## src/rtl/wasm_pkg.sv

```systemverilog
// Shared WebAssembly core types: value types, operand-stack entries, frame records.
// Latency: n/a (types and constants only).
// Backpressure: n/a.
package wasm_pkg;

    localparam int LOCAL_COUNT      = 16;
    localparam int CALL_STACK_DEPTH = 4;

    // Encodings follow the wasm binary format; VT_NONE marks an unused slot.
    typedef enum logic [7:0] {
        VT_NONE = 8'h00,
        VT_F64  = 8'h7C,
        VT_F32  = 8'h7D,
        VT_I64  = 8'h7E,
        VT_I32  = 8'h7F
    } valtype_t;

    typedef struct packed {
        valtype_t    vtype;
        logic [63:0] val;
    } stack_entry_t;

    typedef enum logic [1:0] {
        FS_IDLE = 2'd0,
        FS_POP  = 2'd1,
        FS_ZERO = 2'd2,
        FS_DONE = 2'd3
    } frame_state_t;

    typedef struct packed {
        logic [15:0] base;
        logic [7:0]  size;
    } frame_rec_t;

endpackage

```

## src/rtl/wasm_frame_setup_if.sv

```systemverilog
// Bundle of call/return handshakes, operand-stack pop port, locals write port and frame status.
// Latency: n/a (wiring only).
// Backpressure: call/ret via valid/ready, operand stack via pop_req/pop_valid.
interface wasm_frame_setup_if;
    import wasm_pkg::*;

    // call / return requests
    logic                 call_valid;
    logic                 call_ready;
    logic [7:0]           call_param_count;
    logic [7:0]           call_local_count;
    valtype_t [0:31]      call_types;
    logic                 ret_valid;
    logic                 ret_ready;

    // operand stack pop port
    logic                 pop_req;
    logic                 pop_valid;
    stack_entry_t         pop_data;

    // locals store write port
    logic                 lw_en;
    logic [15:0]          lw_base_idx;
    logic [7:0]           lw_local_idx;
    stack_entry_t         lw_data;

    // frame status
    logic [15:0]          frame_base;
    logic [15:0]          next_base;
    logic [7:0]           depth;
    logic                 busy;
    logic                 done;
    logic                 err_overflow;
    logic                 err_underflow;

    // Requester / operand stack side.
    modport master (
        output call_valid, call_param_count, call_local_count, call_types, ret_valid,
        output pop_valid, pop_data,
        input  call_ready, ret_ready, pop_req,
        input  lw_en, lw_base_idx, lw_local_idx, lw_data,
        input  frame_base, next_base, depth, busy, done, err_overflow, err_underflow
    );

    // Frame sequencer side.
    modport slave (
        input  call_valid, call_param_count, call_local_count, call_types, ret_valid,
        input  pop_valid, pop_data,
        output call_ready, ret_ready, pop_req,
        output lw_en, lw_base_idx, lw_local_idx, lw_data,
        output frame_base, next_base, depth, busy, done, err_overflow, err_underflow
    );

endinterface

```

## src/rtl/wasm_frame_stack.sv

```systemverilog
// LIFO of saved caller frames {base, size}; push/pop with combinational top-of-stack.
// Latency: push/pop take effect on the next clock; top is combinational from storage.
// Backpressure: none; push when full and pop when empty are ignored.
// Ports: clk, rst_n, push/push_rec, pop, top, full, empty, count.
module wasm_frame_stack
    import wasm_pkg::*;
#(
    parameter int DEPTH = CALL_STACK_DEPTH
) (
    input  logic       clk,
    input  logic       rst_n,
    input  logic       push,
    input  frame_rec_t push_rec,
    input  logic       pop,
    output frame_rec_t top,
    output logic       full,
    output logic       empty,
    output logic [7:0] count
);

    localparam int PW = $clog2(DEPTH + 1);
    localparam int IW = (DEPTH > 1) ? $clog2(DEPTH) : 1;

    frame_rec_t    mem [DEPTH];
    logic [PW-1:0] ptr;
    logic          push_ok;
    logic          pop_ok;

    assign full    = (ptr == PW'(DEPTH));
    assign empty   = (ptr == '0);
    assign count   = 8'(ptr);
    assign push_ok = push && !full;
    assign pop_ok  = pop && !empty;

    // ptr-1 is only meaningful when non-empty; the mux hides the wrap.
    assign top = empty ? '0 : mem[IW'(ptr - 1'b1)];

    always_ff @(posedge clk or negedge rst_n) begin
        if (!rst_n) begin
            ptr <= '0;
            for (int i = 0; i < DEPTH; i++) begin
                mem[i] <= '0;
            end
        end else begin
            if (push_ok) begin
                mem[IW'(ptr)] <= push_rec;
            end
            case ({push_ok, pop_ok})
                2'b10:   ptr <= ptr + 1'b1;
                2'b01:   ptr <= ptr - 1'b1;
                default: ptr <= ptr;
            endcase
        end
    end

endmodule

```

## src/rtl/wasm_frame_setup.sv

```systemverilog
// Call-frame sequencer: allocates a locals window, moves call params from the operand stack, zero-fills locals, restores on return.
// Latency: call accepted at T writes params T+1..T+P, locals T+P+1..T+P+L, done at T+P+L+1; return visible next cycle.
// Backpressure: call/ret ready only in IDLE (return wins); pop_valid low stalls the param copy with no write.
// Ports: clk, rst_n, bus (slave view of wasm_frame_setup_if: call/ret handshakes, pop port, locals write port, frame status).
module wasm_frame_setup
    import wasm_pkg::*;
#(
    parameter int MAX_DEPTH  = CALL_STACK_DEPTH,
    parameter int MAX_LOCALS = LOCAL_COUNT * CALL_STACK_DEPTH
) (
    input  logic              clk,
    input  logic              rst_n,
    wasm_frame_setup_if.slave bus
);

    localparam logic [16:0] MAX_LOCALS_W = 17'(MAX_LOCALS);

    frame_state_t    state, state_nxt;

    // per-call context latched on accept
    logic [15:0]     nb;
    logic [7:0]      p_cnt;
    logic [7:0]      l_cnt;
    logic [7:0]      r_cnt;      // params still to move
    logic [7:0]      j_cnt;      // next declared local to clear
    logic [0:31][7:0] types_q;

    // current frame
    logic [15:0]     frame_base_q;
    logic [7:0]      frame_size_q;

    logic            done_q;
    logic            ovf_q;
    logic            unf_q;

    // frame stack
    logic            st_push;
    logic            st_pop;
    frame_rec_t      st_top;
    logic            st_full;
    logic            st_empty;
    logic [7:0]      st_count;

    logic            idle;
    logic            call_fire;
    logic            call_reject;
    logic            call_go;
    logic            ret_fire;
    logic            ret_unf;
    logic [8:0]      pl_sum;
    logic [16:0]     base_sum;
    logic [15:0]     next_base_c;

    assign idle        = (state == FS_IDLE);
    assign next_base_c = frame_base_q + {8'h00, frame_size_q};

    // Return has priority, so a pending return masks call_ready.
    assign bus.call_ready = idle && !bus.ret_valid;
    assign bus.ret_ready  = idle && !st_empty;

    assign call_fire = bus.call_valid && bus.call_ready;
    assign ret_fire  = bus.ret_valid && bus.ret_ready;
    assign ret_unf   = idle && bus.ret_valid && st_empty;

    assign pl_sum   = {1'b0, bus.call_param_count} + {1'b0, bus.call_local_count};
    assign base_sum = {1'b0, next_base_c} + {9'h000, bus.call_param_count}
                                          + {9'h000, bus.call_local_count};

    assign call_reject = st_full || (pl_sum > 9'd32) || (base_sum > MAX_LOCALS_W);
    assign call_go     = call_fire && !call_reject;

    // The caller frame is saved as the new one is installed.
    assign st_push = (state == FS_DONE);
    assign st_pop  = ret_fire;

    wasm_frame_stack #(
        .DEPTH (MAX_DEPTH)
    ) u_stack (
        .clk      (clk),
        .rst_n    (rst_n),
        .push     (st_push),
        .push_rec ('{base: frame_base_q, size: frame_size_q}),
        .pop      (st_pop),
        .top      (st_top),
        .full     (st_full),
        .empty    (st_empty),
        .count    (st_count)
    );

    // Next state and combinational write-port drive.
    always_comb begin
        state_nxt        = state;
        bus.pop_req      = 1'b0;
        bus.lw_en        = 1'b0;
        bus.lw_base_idx  = '0;
        bus.lw_local_idx = '0;
        bus.lw_data      = '0;

        case (state)
            FS_IDLE: begin
                if (call_go) begin
                    if (bus.call_param_count != 8'd0) begin
                        state_nxt = FS_POP;
                    end else if (bus.call_local_count != 8'd0) begin
                        state_nxt = FS_ZERO;
                    end else begin
                        state_nxt = FS_DONE;
                    end
                end
            end

            FS_POP: begin
                bus.pop_req = 1'b1;
                if (bus.pop_valid) begin
                    // Top of stack is the last parameter, so fill downward.
                    bus.lw_en        = 1'b1;
                    bus.lw_base_idx  = nb;
                    bus.lw_local_idx = r_cnt - 8'd1;
                    bus.lw_data      = bus.pop_data;
                    if (r_cnt == 8'd1) begin
                        state_nxt = (l_cnt != 8'd0) ? FS_ZERO : FS_DONE;
                    end
                end
            end

            FS_ZERO: begin
                bus.lw_en            = 1'b1;
                bus.lw_base_idx      = nb;
                bus.lw_local_idx     = p_cnt + j_cnt;
                bus.lw_data.vtype    = valtype_t'(types_q[j_cnt[4:0]]);
                bus.lw_data.val      = 64'h0;
                if (j_cnt == l_cnt - 8'd1) begin
                    state_nxt = FS_DONE;
                end
            end

            FS_DONE: begin
                state_nxt = FS_IDLE;
            end

            default: begin
                state_nxt = FS_IDLE;
            end
        endcase
    end

    always_ff @(posedge clk or negedge rst_n) begin
        if (!rst_n) begin
            state <= FS_IDLE;
        end else begin
            state <= state_nxt;
        end
    end

    always_ff @(posedge clk or negedge rst_n) begin
        if (!rst_n) begin
            nb           <= '0;
            p_cnt        <= '0;
            l_cnt        <= '0;
            r_cnt        <= '0;
            j_cnt        <= '0;
            types_q      <= '0;
            frame_base_q <= '0;
            frame_size_q <= '0;
            done_q       <= 1'b0;
            ovf_q        <= 1'b0;
            unf_q        <= 1'b0;
        end else begin
            // done is registered so it lines up with the DONE cycle.
            done_q <= (state_nxt == FS_DONE);
            ovf_q  <= call_fire && call_reject;
            unf_q  <= ret_unf;

            if (call_go) begin
                nb      <= next_base_c;
                p_cnt   <= bus.call_param_count;
                l_cnt   <= bus.call_local_count;
                r_cnt   <= bus.call_param_count;
                j_cnt   <= '0;
                types_q <= bus.call_types;
            end

            if (state == FS_POP && bus.pop_valid) begin
                r_cnt <= r_cnt - 8'd1;
            end

            if (state == FS_ZERO) begin
                j_cnt <= j_cnt + 8'd1;
            end

            if (state == FS_DONE) begin
                frame_base_q <= nb;
                frame_size_q <= p_cnt + l_cnt;
            end else if (ret_fire) begin
                frame_base_q <= st_top.base;
                frame_size_q <= st_top.size;
            end
        end
    end

    assign bus.frame_base    = frame_base_q;
    assign bus.next_base     = next_base_c;
    assign bus.depth         = st_count;
    assign bus.busy          = !idle;
    assign bus.done          = done_q;
    assign bus.err_overflow  = ovf_q;
    assign bus.err_underflow = unf_q;

endmodule

```

## src/flat_wrapper.sv

```systemverilog
// flat-port wrapper written by rule: the top's interface ports become plain ports
module wasm_frame_setup_flat import wasm_pkg::*;
#(
    parameter int MAX_DEPTH  = CALL_STACK_DEPTH,
    parameter int MAX_LOCALS = LOCAL_COUNT * CALL_STACK_DEPTH
)
  (clk, rst_n, bus_call_valid, bus_call_param_count, bus_call_local_count, bus_call_types, bus_ret_valid, bus_pop_valid, bus_pop_data, bus_call_ready, bus_ret_ready, bus_pop_req, bus_lw_en, bus_lw_base_idx, bus_lw_local_idx, bus_lw_data, bus_frame_base, bus_next_base, bus_depth, bus_busy, bus_done, bus_err_overflow, bus_err_underflow);
  wasm_frame_setup_if bus_i ();
  input  logic clk;
  input  logic rst_n;
  input wire logic [$bits(bus_i.call_valid)-1:0] bus_call_valid;
  input wire logic [$bits(bus_i.call_param_count)-1:0] bus_call_param_count;
  input wire logic [$bits(bus_i.call_local_count)-1:0] bus_call_local_count;
  input wire logic [$bits(bus_i.call_types)-1:0] bus_call_types;
  input wire logic [$bits(bus_i.ret_valid)-1:0] bus_ret_valid;
  input wire logic [$bits(bus_i.pop_valid)-1:0] bus_pop_valid;
  input wire logic [$bits(bus_i.pop_data)-1:0] bus_pop_data;
  output wire logic [$bits(bus_i.call_ready)-1:0] bus_call_ready;
  output wire logic [$bits(bus_i.ret_ready)-1:0] bus_ret_ready;
  output wire logic [$bits(bus_i.pop_req)-1:0] bus_pop_req;
  output wire logic [$bits(bus_i.lw_en)-1:0] bus_lw_en;
  output wire logic [$bits(bus_i.lw_base_idx)-1:0] bus_lw_base_idx;
  output wire logic [$bits(bus_i.lw_local_idx)-1:0] bus_lw_local_idx;
  output wire logic [$bits(bus_i.lw_data)-1:0] bus_lw_data;
  output wire logic [$bits(bus_i.frame_base)-1:0] bus_frame_base;
  output wire logic [$bits(bus_i.next_base)-1:0] bus_next_base;
  output wire logic [$bits(bus_i.depth)-1:0] bus_depth;
  output wire logic [$bits(bus_i.busy)-1:0] bus_busy;
  output wire logic [$bits(bus_i.done)-1:0] bus_done;
  output wire logic [$bits(bus_i.err_overflow)-1:0] bus_err_overflow;
  output wire logic [$bits(bus_i.err_underflow)-1:0] bus_err_underflow;
  assign bus_i.call_valid = bus_call_valid;
  assign bus_i.call_param_count = bus_call_param_count;
  assign bus_i.call_local_count = bus_call_local_count;
  assign bus_i.call_types = bus_call_types;
  assign bus_i.ret_valid = bus_ret_valid;
  assign bus_i.pop_valid = bus_pop_valid;
  assign bus_i.pop_data = bus_pop_data;
  assign bus_call_ready = bus_i.call_ready;
  assign bus_ret_ready = bus_i.ret_ready;
  assign bus_pop_req = bus_i.pop_req;
  assign bus_lw_en = bus_i.lw_en;
  assign bus_lw_base_idx = bus_i.lw_base_idx;
  assign bus_lw_local_idx = bus_i.lw_local_idx;
  assign bus_lw_data = bus_i.lw_data;
  assign bus_frame_base = bus_i.frame_base;
  assign bus_next_base = bus_i.next_base;
  assign bus_depth = bus_i.depth;
  assign bus_busy = bus_i.busy;
  assign bus_done = bus_i.done;
  assign bus_err_overflow = bus_i.err_overflow;
  assign bus_err_underflow = bus_i.err_underflow;
  wasm_frame_setup #(.MAX_DEPTH(MAX_DEPTH), .MAX_LOCALS(MAX_LOCALS)) u_core (.clk(clk), .rst_n(rst_n), .bus(bus_i));
endmodule
```

## config.mk

```make
export PLATFORM = sky130hd
export DESIGN_NAME = wasm_frame_setup_flat
export DESIGN_NICKNAME = d
export VERILOG_FILES = /design/src/rtl/wasm_pkg.sv /design/src/rtl/wasm_frame_setup_if.sv /design/src/rtl/wasm_frame_stack.sv /design/src/rtl/wasm_frame_setup.sv /design/src/flat_wrapper.sv
export SDC_FILE = /design/constraint.sdc
export NUM_CORES = 1
export LEC_CHECK = 0
export BUFFER_PORTS_ARGS = -buffer_cell sky130_fd_sc_hd__buf_2
export CORE_UTILIZATION = 45
export DETAILED_ROUTE_END_ITERATION = 10
export PLACE_DENSITY = 0.7
export SKIP_LAST_GASP = 1
export SLEW_MARGIN = 0
export SYNTH_ARGS = -nofsm -noshare
export SYNTH_HDL_FRONTEND = slang
export SYNTH_HIERARCHICAL = 1
export SYNTH_SLANG_ARGS = --single-unit
export TNS_END_PERCENT = 10
```

## constraint.sdc

```tcl
create_clock -name clk -period 5.15 [get_ports clk]
set_clock_uncertainty 0.05 [all_clocks]
set_input_delay 1.03 -clock clk [delete_from_list [all_inputs] [get_ports clk]]
set_output_delay 1.03 -clock clk [all_outputs]
set_load 0.01 [all_outputs]
```

; Word-level counts from Yosys, hierarchy flattened
; Cells that the tools add are included.
[op_classes]
n_addsub = 11
n_lt_le_gt_ge = 6
n_eq_ne = 9
muxes = 36
bitwise_logic = 3
n_reduce_logical = 28
[ops]
columns = operator, n
row1 = $pmux 72 s2, 1
row2 = $bwmux 96, 1
row3 = $mux 24, 4
row4 = $mux 72, 1
row5 = $mux 8, 9
row6 = $bmux 24 s2, 1
row7 = $demux 24 s2, 1
row8 = $mux 16, 3
row9 = $bmux 8 s5, 1
row10 = $pmux 16 s2, 1
row11 = $reduce_bool 8->1, 3
row12 = $add 16x8->17, 1
row13 = $add 17x8->17, 1
row14 = $gt 17x7->1 const B, 1
row15 = $add 16x8->16, 1
row16 = $add 8x8->8, 2
row17 = $pmux 8 s2, 1
row18 = $sub 8x1->8 const B, 2
row19 = $logic_and 1x1->1, 12
row20 = $mux 2, 5
row21 = $add 8x8->9, 1
row22 = $gt 9x6->1 const B, 1
row23 = $add 8x1->8 const B, 1
row24 = $eq 2x2->1 const B, 4
row25 = other kinds (20), 34
[word_totals]
register_bits = 432

; Depth between registers and ports, before layout
; Gate-level depths: netlist of the first run.
[depth]
word_depth = 10
ltp_mapped = 22
mapped_depth_nobuf = 19

; By module
; The synthesis of the first run kept the hierarchy.
[by_module_without_submodules]
columns = module, n_inst, cells_per_inst, area_each_um2, seq_area_each_um2
row1 = wasm_frame_setup, 1, 1877, 18268.8, 8333.0
row2 = wasm_frame_stack, 1, 322, 4923.5, 2477.4

; Least setup slack after synthesis of the first run
; OpenSTA, ideal clock, no wires.
[synth_timing]
kind = register -> register
from = reg u_core.frame_base_q[0] (netlist: u_core/bus.frame_base[0])
to = reg u_core.l_cnt[2]
arrival_time_ps = 5336
t_required_ps = 4972
slack_ps = -363
stages_incl_launch_ff = 18
n_path_buf = 1
cell_sequence = dfrtp_1 > ha_1 > fa_1 > a211o_1 > a21oi_1 > xnor2_1 > fa_1 > ha_1 > o21a_1 > o21ai_0 > mux2i_1 > o311a_1 > mux2_2 > a31o_2 > a21oi_1 > or3_1 > buf_2 > mux2_1
[synth_via]
elab_chain_len = 7
[synth_lines]
columns = item, line
row1 = start: declaration, wasm_frame_setup.sv:29  ; logic [15:0] frame_base_q;
row2 = start signal: assignment, wasm_frame_setup.sv:192  ; frame_base_q <= nb;
row3 = start signal: assignment, wasm_frame_setup.sv:195  ; frame_base_q <= st_top.base;
row4 = $add 16x8->16, wasm_frame_setup.sv:55  ; assign next_base_c = frame_base_q + {8'h00, frame_size_q};
row5 = net bus_next_base[6], flat_wrapper.sv:26  ; output wire logic [$bits(bus_i.next_base)-1:0] bus_next_base;
row6 = $add 16x8->17, wasm_frame_setup.sv:66  ; assign base_sum = {1'b0, next_base_c} + {9'h000, bus.call_param_count}
row7 = $add 17x8->17, wasm_frame_setup.sv:67  ; + {9'h000, bus.call_local_count};
row8 = $gt 17x7->1, wasm_frame_setup.sv:69  ; assign call_reject = st_full || (pl_sum > 9'd32) || (base_sum > MAX_LOCALS_W);
row9 = $logic_or 1x1->1, wasm_frame_setup.sv:69
row10 = $logic_not 1->1, wasm_frame_setup.sv:70  ; assign call_go = call_fire && !call_reject;
row11 = $logic_and 1x1->1, wasm_frame_setup.sv:70
row12 = end signal: assignment, wasm_frame_setup.sv:177  ; l_cnt <= bus.call_local_count;
row13 = end: declaration, wasm_frame_setup.sv:23  ; logic [7:0] l_cnt;
; The timed path passes the listed nets, and every way through them passes these cells.
; A chain may end at the register's enable or synchronous reset.

; Worst setup path after layout of the first run
[layout_timing]
from = reg u_core.frame_base_q[0] (netlist: u_core/bus.frame_base[0])
to = reg u_core/types_q[81] in the netlist's numbering
[layout_via]
elab_chain_len = 7
[layout_lines]
columns = item, line
row1 = $add 16x8->16, wasm_frame_setup.sv:55
row2 = $add 16x8->17, wasm_frame_setup.sv:66
row3 = $add 17x8->17, wasm_frame_setup.sv:67
row4 = $gt 17x7->1, wasm_frame_setup.sv:69
row5 = $logic_or 1x1->1, wasm_frame_setup.sv:69
row6 = $logic_not 1->1, wasm_frame_setup.sv:70
row7 = $logic_and 1x1->1, wasm_frame_setup.sv:70
row8 = end signal: assignment, wasm_frame_setup.sv:180  ; types_q <= bus.call_types;
row9 = end: declaration, wasm_frame_setup.sv:26  ; logic [0:31][7:0] types_q;
; No other way between the ends.

==> impl_metrics.ini, run 1 <==
[outcome]
outcome = finished, final reports clean

[global_route]
grt_overflow_total = 0
grt_max_degree = 128
grt_pass1_wl_mm = 109
globalRouteTotalUtil_pct = 26.7
grt_pass1_vias = 19141
antenna_found_initial = 13

[finish]
finalNonFillerCells = 3427
nets = 3130
fillers = 4305
utilization_pct = 57.0
drive_gt1_share_pct = 34.4
syn2layout_area_growth_pct = 24.1

[power]
p_leak_uw = 0.0156
p_per_area_mw_per_mm2 = 381
ir_drop_uv = 304

[die]
io_pins = 493
fp.dieW_um = 229
fp.dieH_um = 229
dieArea_mm2 = 0.0525
core.rowCount = 82
core_area_mm2 = 0.0505
start_util_pct = 45.9

[yosys]
ys_ff_latch = 432
synth_top_area_share_pct = 46.6
ys_seq_area_share_pct = 46.6
synthArstFlopShare_pct = 100
synth_area_leaders = dfrtp_1, nand2_1, mux4_2
ys_types = 77
synth_edf_count = 0
synth_warnings = 6
avgSynthCellArea_um2 = 10.5
syn-instance-count = 2199
yosys.area.top_type = dfrtp_1
netlist_area_mm2 = 0.0232
synth.most_common_cell = nand2_1
ys.flop_type = dfrtp_1
synthTopCellsByCount = nand2_1, dfrtp_1, and2_1

[critical_path]
cp_cell_sequence = ha_2 -> fa_2 -> a211o_1 -> a21oi_2 -> xnor2_2 -> fa_1 -> ha_4 -> o21a_1 -> o21ai_2 -> mux2i_1 -> o311a_1 -> mux2_2 -> a31o_2 -> a21oi_4 -> nor3_4 -> buf_6 -> buf_12 -> buf_4 -> mux2_1
worstSetupEndpoint = u_core/types_q[81]
worstSetupEndpointType = flip-flop
cp.arrival_ns = 5.46
r2r_end = u_core/types_q[81]
cp_max_fo = 14
r2r.worst_path.cells = 19
slowest_stage = fa_1
r2r_slack_ns = 0.11
start_kind = flip-flop
startpoint = u_core/bus.frame_base[0]
cp_slowest_stage_delay_ns = 0.49
reg2reg_from = u_core/bus.frame_base[0]
crit_type = flip-flop to flip-flop
required_ns = 5.57

[placed_design]
gp_congestion = 0.942
dpl.hpwl_mm = 51.8
portBuffers = 487
place_inst = 3320

[clock_network]
cts_root_buf = clkbuf_16
clk_pin_slew_ns = 0.06
cts_num_sinks = 432
cts_buffers = 49
clkLatencyLatePin_ns = 0.60
tritoncts = built
cts_max_path_buffers = 3
h-tree-depth = 2

[timing]
max-slew-margin-rel_pct = 26.3
fmax_mhz = 198
period_share_pct = 97.9
slew_viol_final = 0
setup_viol = 0
worst_pin_slew_ns = 1.10
layout_min_cycle_time_ns = 5.04
whs_ns = 0.410
hold_viol = 0
grt_setup_unrepaired = true

[detailed_routing]
wl_met2_mm = 33.7
wl_met1_mm = 30.1
viasPerCell = 5.49
drt_wl_total_mm = 70.9
drtPass1Iterations = 6
maxUsedRoutingLayer = met5
drtAntennaViolNets = 0
met3_wirelength_mm = 5.02
route.detailed.drc = 0
wire_per_inst_um = 20.7
vias = 18808
dr.first_iter.drc_count = 1437

[min_path]
hold_class = flip-flop to flip-flop
hp-start = u_core/types_q[225]

[job]
drv_cap = 0
critical path, delay by kind of cell (launching register included):
kind,cells,cell delay (ns)
buffers and inverters,3,0.46
DFF,1,0.38
and+or+nand+nor,1,0.07
muxes,3,0.85
AOI/OAI and AO/OA,7,1.56
adders and majority gates,4,1.35
xor gates and xnor gates,1,0.16
per-stage QoR:
step                      area, um2  power [uW]  setup TNS, ns  worst slack [ns]
after floorplan               23200        6220              0            0.0100
after global placement        26800        7320          -1.23           -0.0462
after detailed placement      26800        7400         -11.22            -0.180
after CTS                     28500       11000              0            0.0274
after global routing          28800       11400         -0.462           -0.0254
final                         28800       11000              0             0.110
repair_timing:
action | 4_1_cts | 5_1_grt
gates cloned | 0 | 5
resized for setup | 6 | 25
hold buffers | 0 | 0
hold endpoints to repair | 0 | 0
buffers inserted | 1 | 8
pin swaps | 1 | 16
setup endpoints to repair | 122 | 307
flip-flops by register name (all words and copies together) (netlist names):
name                      cells
u_core/bus.done               1
u_core/bus.err_overflow       1
u_core/bus.err_underflow      1
u_core/bus.frame_base        16
u_core/frame_size_q           8
u_core/j_cnt                  8
u_core/l_cnt                  8
u_core/nb                    16
u_core/p_cnt                  8
u_core/r_cnt                  8
u_core/state                  2
u_core/types_q              256
u_core/u_stack/mem           96
u_core/u_stack/ptr            3
kinds of logic after synthesis:
| logic type | share of synthesized area, % |
|---|---|
| DFF | 46.6 |
| other | 0.0162 |
| and+or+nand+nor | 17.1 |
| AOI/OAI and AO/OA | 6.04 |
| xor gates and xnor gates | 2.19 |
| buffers and inverters | 3.65 |
| muxes | 20.3 |
| adders and majority gates | 4.09 |
final cells by class:
cell class	instances	area [um2]	area share [%]
timing repair buffer	592	3550	12.3
inverter	52	195	0.678
clock inverter	18	240	0.835
multi-input combinational	1586	11700	40.8
antenna	6	15.0	0.0522
sequential	432	10800	37.6
clock buffer	69	1390	4.84
tap	672	841	2.92
per-layer routing:
layer,global-route usage [%],up-vias
li1,-,8483
met1,36.5,9475
met2,42.6,702
met3,5.24,138
met4,9.10,10
met5,0,-
worst min path at each step:
stage | end | slack [ns] | cells after the start
floorplan | u_core/types_q[104] | 0.38 | 2
global placement | u_core/types_q[58] | 0.39 | 2
detailed placement | u_core/types_q[225] | 0.40 | 2
CTS | u_core/types_q[225] | 0.41 | 2
global route | u_core/types_q[194] | 0.43 | 2
finish | u_core/types_q[225] | 0.41 | 2
report_power, final:
part / total (uW) / internal [uW] / switching [uW]
clock network: 3530 / 2100 / 1440
logic: 3390 / 1480 / 1910
registers: 4040 / 3670 / 368
cells in the final DEF, fill, tap and decap left out, types with 5 or more instances in the layout:
cell,netlist,final
o21bai_1,6,6
and3_1,9,8
nor4_1,13,12
a22oi_1,5,5
ha_1,55,47
xnor2_1,35,34
a21o_1,15,15
mux2_4,80,80
mux4_2,80,80
buf_2,53,486
clkbuf_8,0,9
buf_4,7,82
xor2_1,23,22
conb_1,1,5
diode_2,0,6
mux2i_1,85,85
mux2_2,66,66
nand2_1,720,720
clkbuf_16,0,54
o22ai_1,28,28
o221a_1,5,5
clkinv_2,0,6
inv_1,52,51
a21oi_1,31,26
o21ai_0,62,60
nor3_1,8,8
a31oi_1,6,5
nor2b_1,9,8
clkbuf_1,60,11
and2_1,91,90
dfrtp_1,432,430
buf_12,0,16
fa_1,13,12
nand3_1,18,18
nor2_1,29,28
mux2_1,9,9
(Power assumes the default switching activity.)
==> run 2: changes to the inputs <==
- BUFFER_PORTS_ARGS: -buffer_cell sky130_fd_sc_hd__buf_2 -> -buffer_cell sky130_fd_sc_hd__buf_4
- CTS_CLUSTER_DIAMETER: unset -> 120
- PLACE_DENSITY: 0.7 -> 0.68
- clock period: 5.15 -> 4.7 ns (I/O delays scaled with it)
==> impl_metrics.ini, run 2 (same netlist as run 1, synthesis figures left out) <==
[placed_design]
placed_cell_area_mm2 = 0.0284
dpl.hpwl_mm = 53.7
place_inst = 3353
dpl_worst_slack_ns = -0.400
gp_congestion = 0.956
portBuffers = 487

[clock_network]
clkLatencyLatePin_ns = 0.60
cts_num_sinks = 432
h-tree-depth = 2
cts_buffers = 48
cts_root_buf = clkbuf_16
clk_pin_slew_ns = 0.06
cts_max_path_buffers = 3
tritoncts = built

[timing]
period_share_pct = 108
hold_viol = 0
whs_ns = 0.330
layout_min_cycle_time_ns = 5.07
max-slew-margin-rel_pct = 38.8
setup_viol = 307
layout_setup_ws_ns = -0.373
grt_setup_unrepaired = true
fmax_mhz = 197
slew_viol_final = 0
worst_pin_slew_ns = 0.918

[global_route]
grt_overflow_total = 0
grt_pass1_wl_mm = 114
grt_pass1_vias = 19498
grt_max_degree = 97
globalRouteTotalUtil_pct = 27.9
antenna_found_initial = 0

[critical_path]
worstSetupEndpointType = flip-flop
required_ns = 5.18
cp.arrival_ns = 5.55
crit_type = flip-flop to flip-flop
start_kind = flip-flop
cp_max_fo = 6

[power]
clockPowerShare_pct = 31.4
seqPwrFrac_pct = 35.6
swShare_pct = 34.0
p_leak_uw = 0.0162
p_per_area_mw_per_mm2 = 402
p_comb_share_pct = 33.0
p_sw_uw = 4190
p_int_uw = 8140
ir_drop_uv = 474

[die]
start_util_pct = 45.9
core.rowCount = 82
fp.dieH_um = 229
dieArea_mm2 = 0.0525
core_area_mm2 = 0.0505
fp.dieW_um = 229
io_pins = 493

[detailed_routing]
drt_wl_total_mm = 76.8
viasPerCell = 5.48
vias = 19041
dr.first_iter.drc_count = 1587
wire_per_inst_um = 22.1
drtPass1Iterations = 5
drtAntennaViolNets = 0
route.detailed.drc = 0

[job]
drv_cap = 0

[finish]
layout_commonest_cell = nand2_1
stdcell_area_mm2 = 0.0306
utilization_pct = 60.7
finalNonFillerCells = 3474
largest_reg_flops = 256
antenna_cells = 0
nets = 3180
syn2layout_area_growth_pct = 32.1
layout_common_cells = nand2_1, buf_4, dfrtp_1
largest_register = u_core/types_q
drive_gt1_share_pct = 36.2
reg.largest.list = u_core/types_q x256, u_core/u_stack/mem x96
fillers = 4188

[outcome]
violations = setup timing
outcome = finished with violations

[min_path]
hold_class = input pin to async pin
==> run 2: cell types whose count changed in the layout (fill, tap and decap cells not counted), sizes merged <==
| cell | previous run | this run |
|---|---|---|
| or3 | 4 | 8 |
| clkinv | 8 | 11 |
| diode | 6 | 0 |
| buf | 587 | 630 |
| clkbuf | 74 | 75 |
| clkinvlp | 2 | 5 |
| inv | 56 | 55 |
==> run 2: routing by layer <==
layer	wire length (um)	vias to the layer above	GRT usage, %
met1	32800	9620	38.9
met3	5040	116	4.43
met2	37100	723	45.0
met5	0	-	0
li1	-	8582	-
met4	1930	0	8.08
==> run 2: what timing repair did <==
item,in CTS,in global routing
setup endpoints to repair,307,310
setup buffers,7,8
hold buffers,0,0
resized for setup,28,24
gates cloned,1,16
pin swaps,3,12
==> run 2: worst paths after layout <==
kind | startpoint | to | slack [ns] | cells after the start
max reg2reg | u_core/bus.frame_base[0] | u_core/bus.done | -0.37 | 23
max | u_core/bus.frame_base[0] | u_core/bus.done | -0.37 | 23
max in group asynchronous | rst_n | u_core/u_stack/mem[61] | 3.26 | 2
min in group clk | u_core/types_q[207] | u_core/types_q[207] | 0.42 | 2
min reg2reg | u_core/types_q[207] | u_core/types_q[207] | 0.42 | 2
min | rst_n | u_core/u_stack/mem[94] | 0.33 | 1
==> run 2: area by class of cell <==
type / instances / area (um2) / share of cell area [%]
multi-input combinational: 1590 / 11900 / 38.8
sequential: 432 / 10800 / 35.3
timing repair buffer: 639 / 5290 / 17.2
clock buffer: 66 / 1340 / 4.37
tap: 672 / 841 / 2.74
clock inverter: 23 / 283 / 0.923
inverter: 52 / 195 / 0.637
==> run 2: worst max-delay path, stage by stage, from the launching register on <==
cell and delay (ns):
dfrtp_2 0.42, ha_4 0.17, buf_4 0.14, a211oi_4 0.27, o21ai_2 0.10, xnor2_1 0.13
buf_4 0.16, fa_1 0.47, inv_1 0.04, ha_1 0.29, buf_4 0.15, nand4b_1 0.16
and2_2 0.25, buf_4 0.14, o311a_1 0.36, mux2_4 0.22, a31o_4 0.11, a21oi_4 0.06
buf_12 0.15, buf_6 0.11, buf_4 0.14, or4_1 0.52, a31oi_1 0.21, and3b_1 0.18
==> run 2: power by group through the flow <==
stage	logic, uW	clock network [uW]	registers (uW)
CTS	4020	3920	4380
global placement	3920	0	4420
floorplan	2570	0	4280
global route	4350	4070	4430
detailed placement	3950	0	4440
finish	4070	3870	4390
==> run 2: metrics by stage <==
step | power, uW | TNS (ns)
global placement | 8340 | -100.99
floorplan | 6850 | -0.0786
global route | 12900 | -131.89
finish | 12300 | -76.04
CTS | 12300 | -65.17
detailed placement | 8390 | -101.98
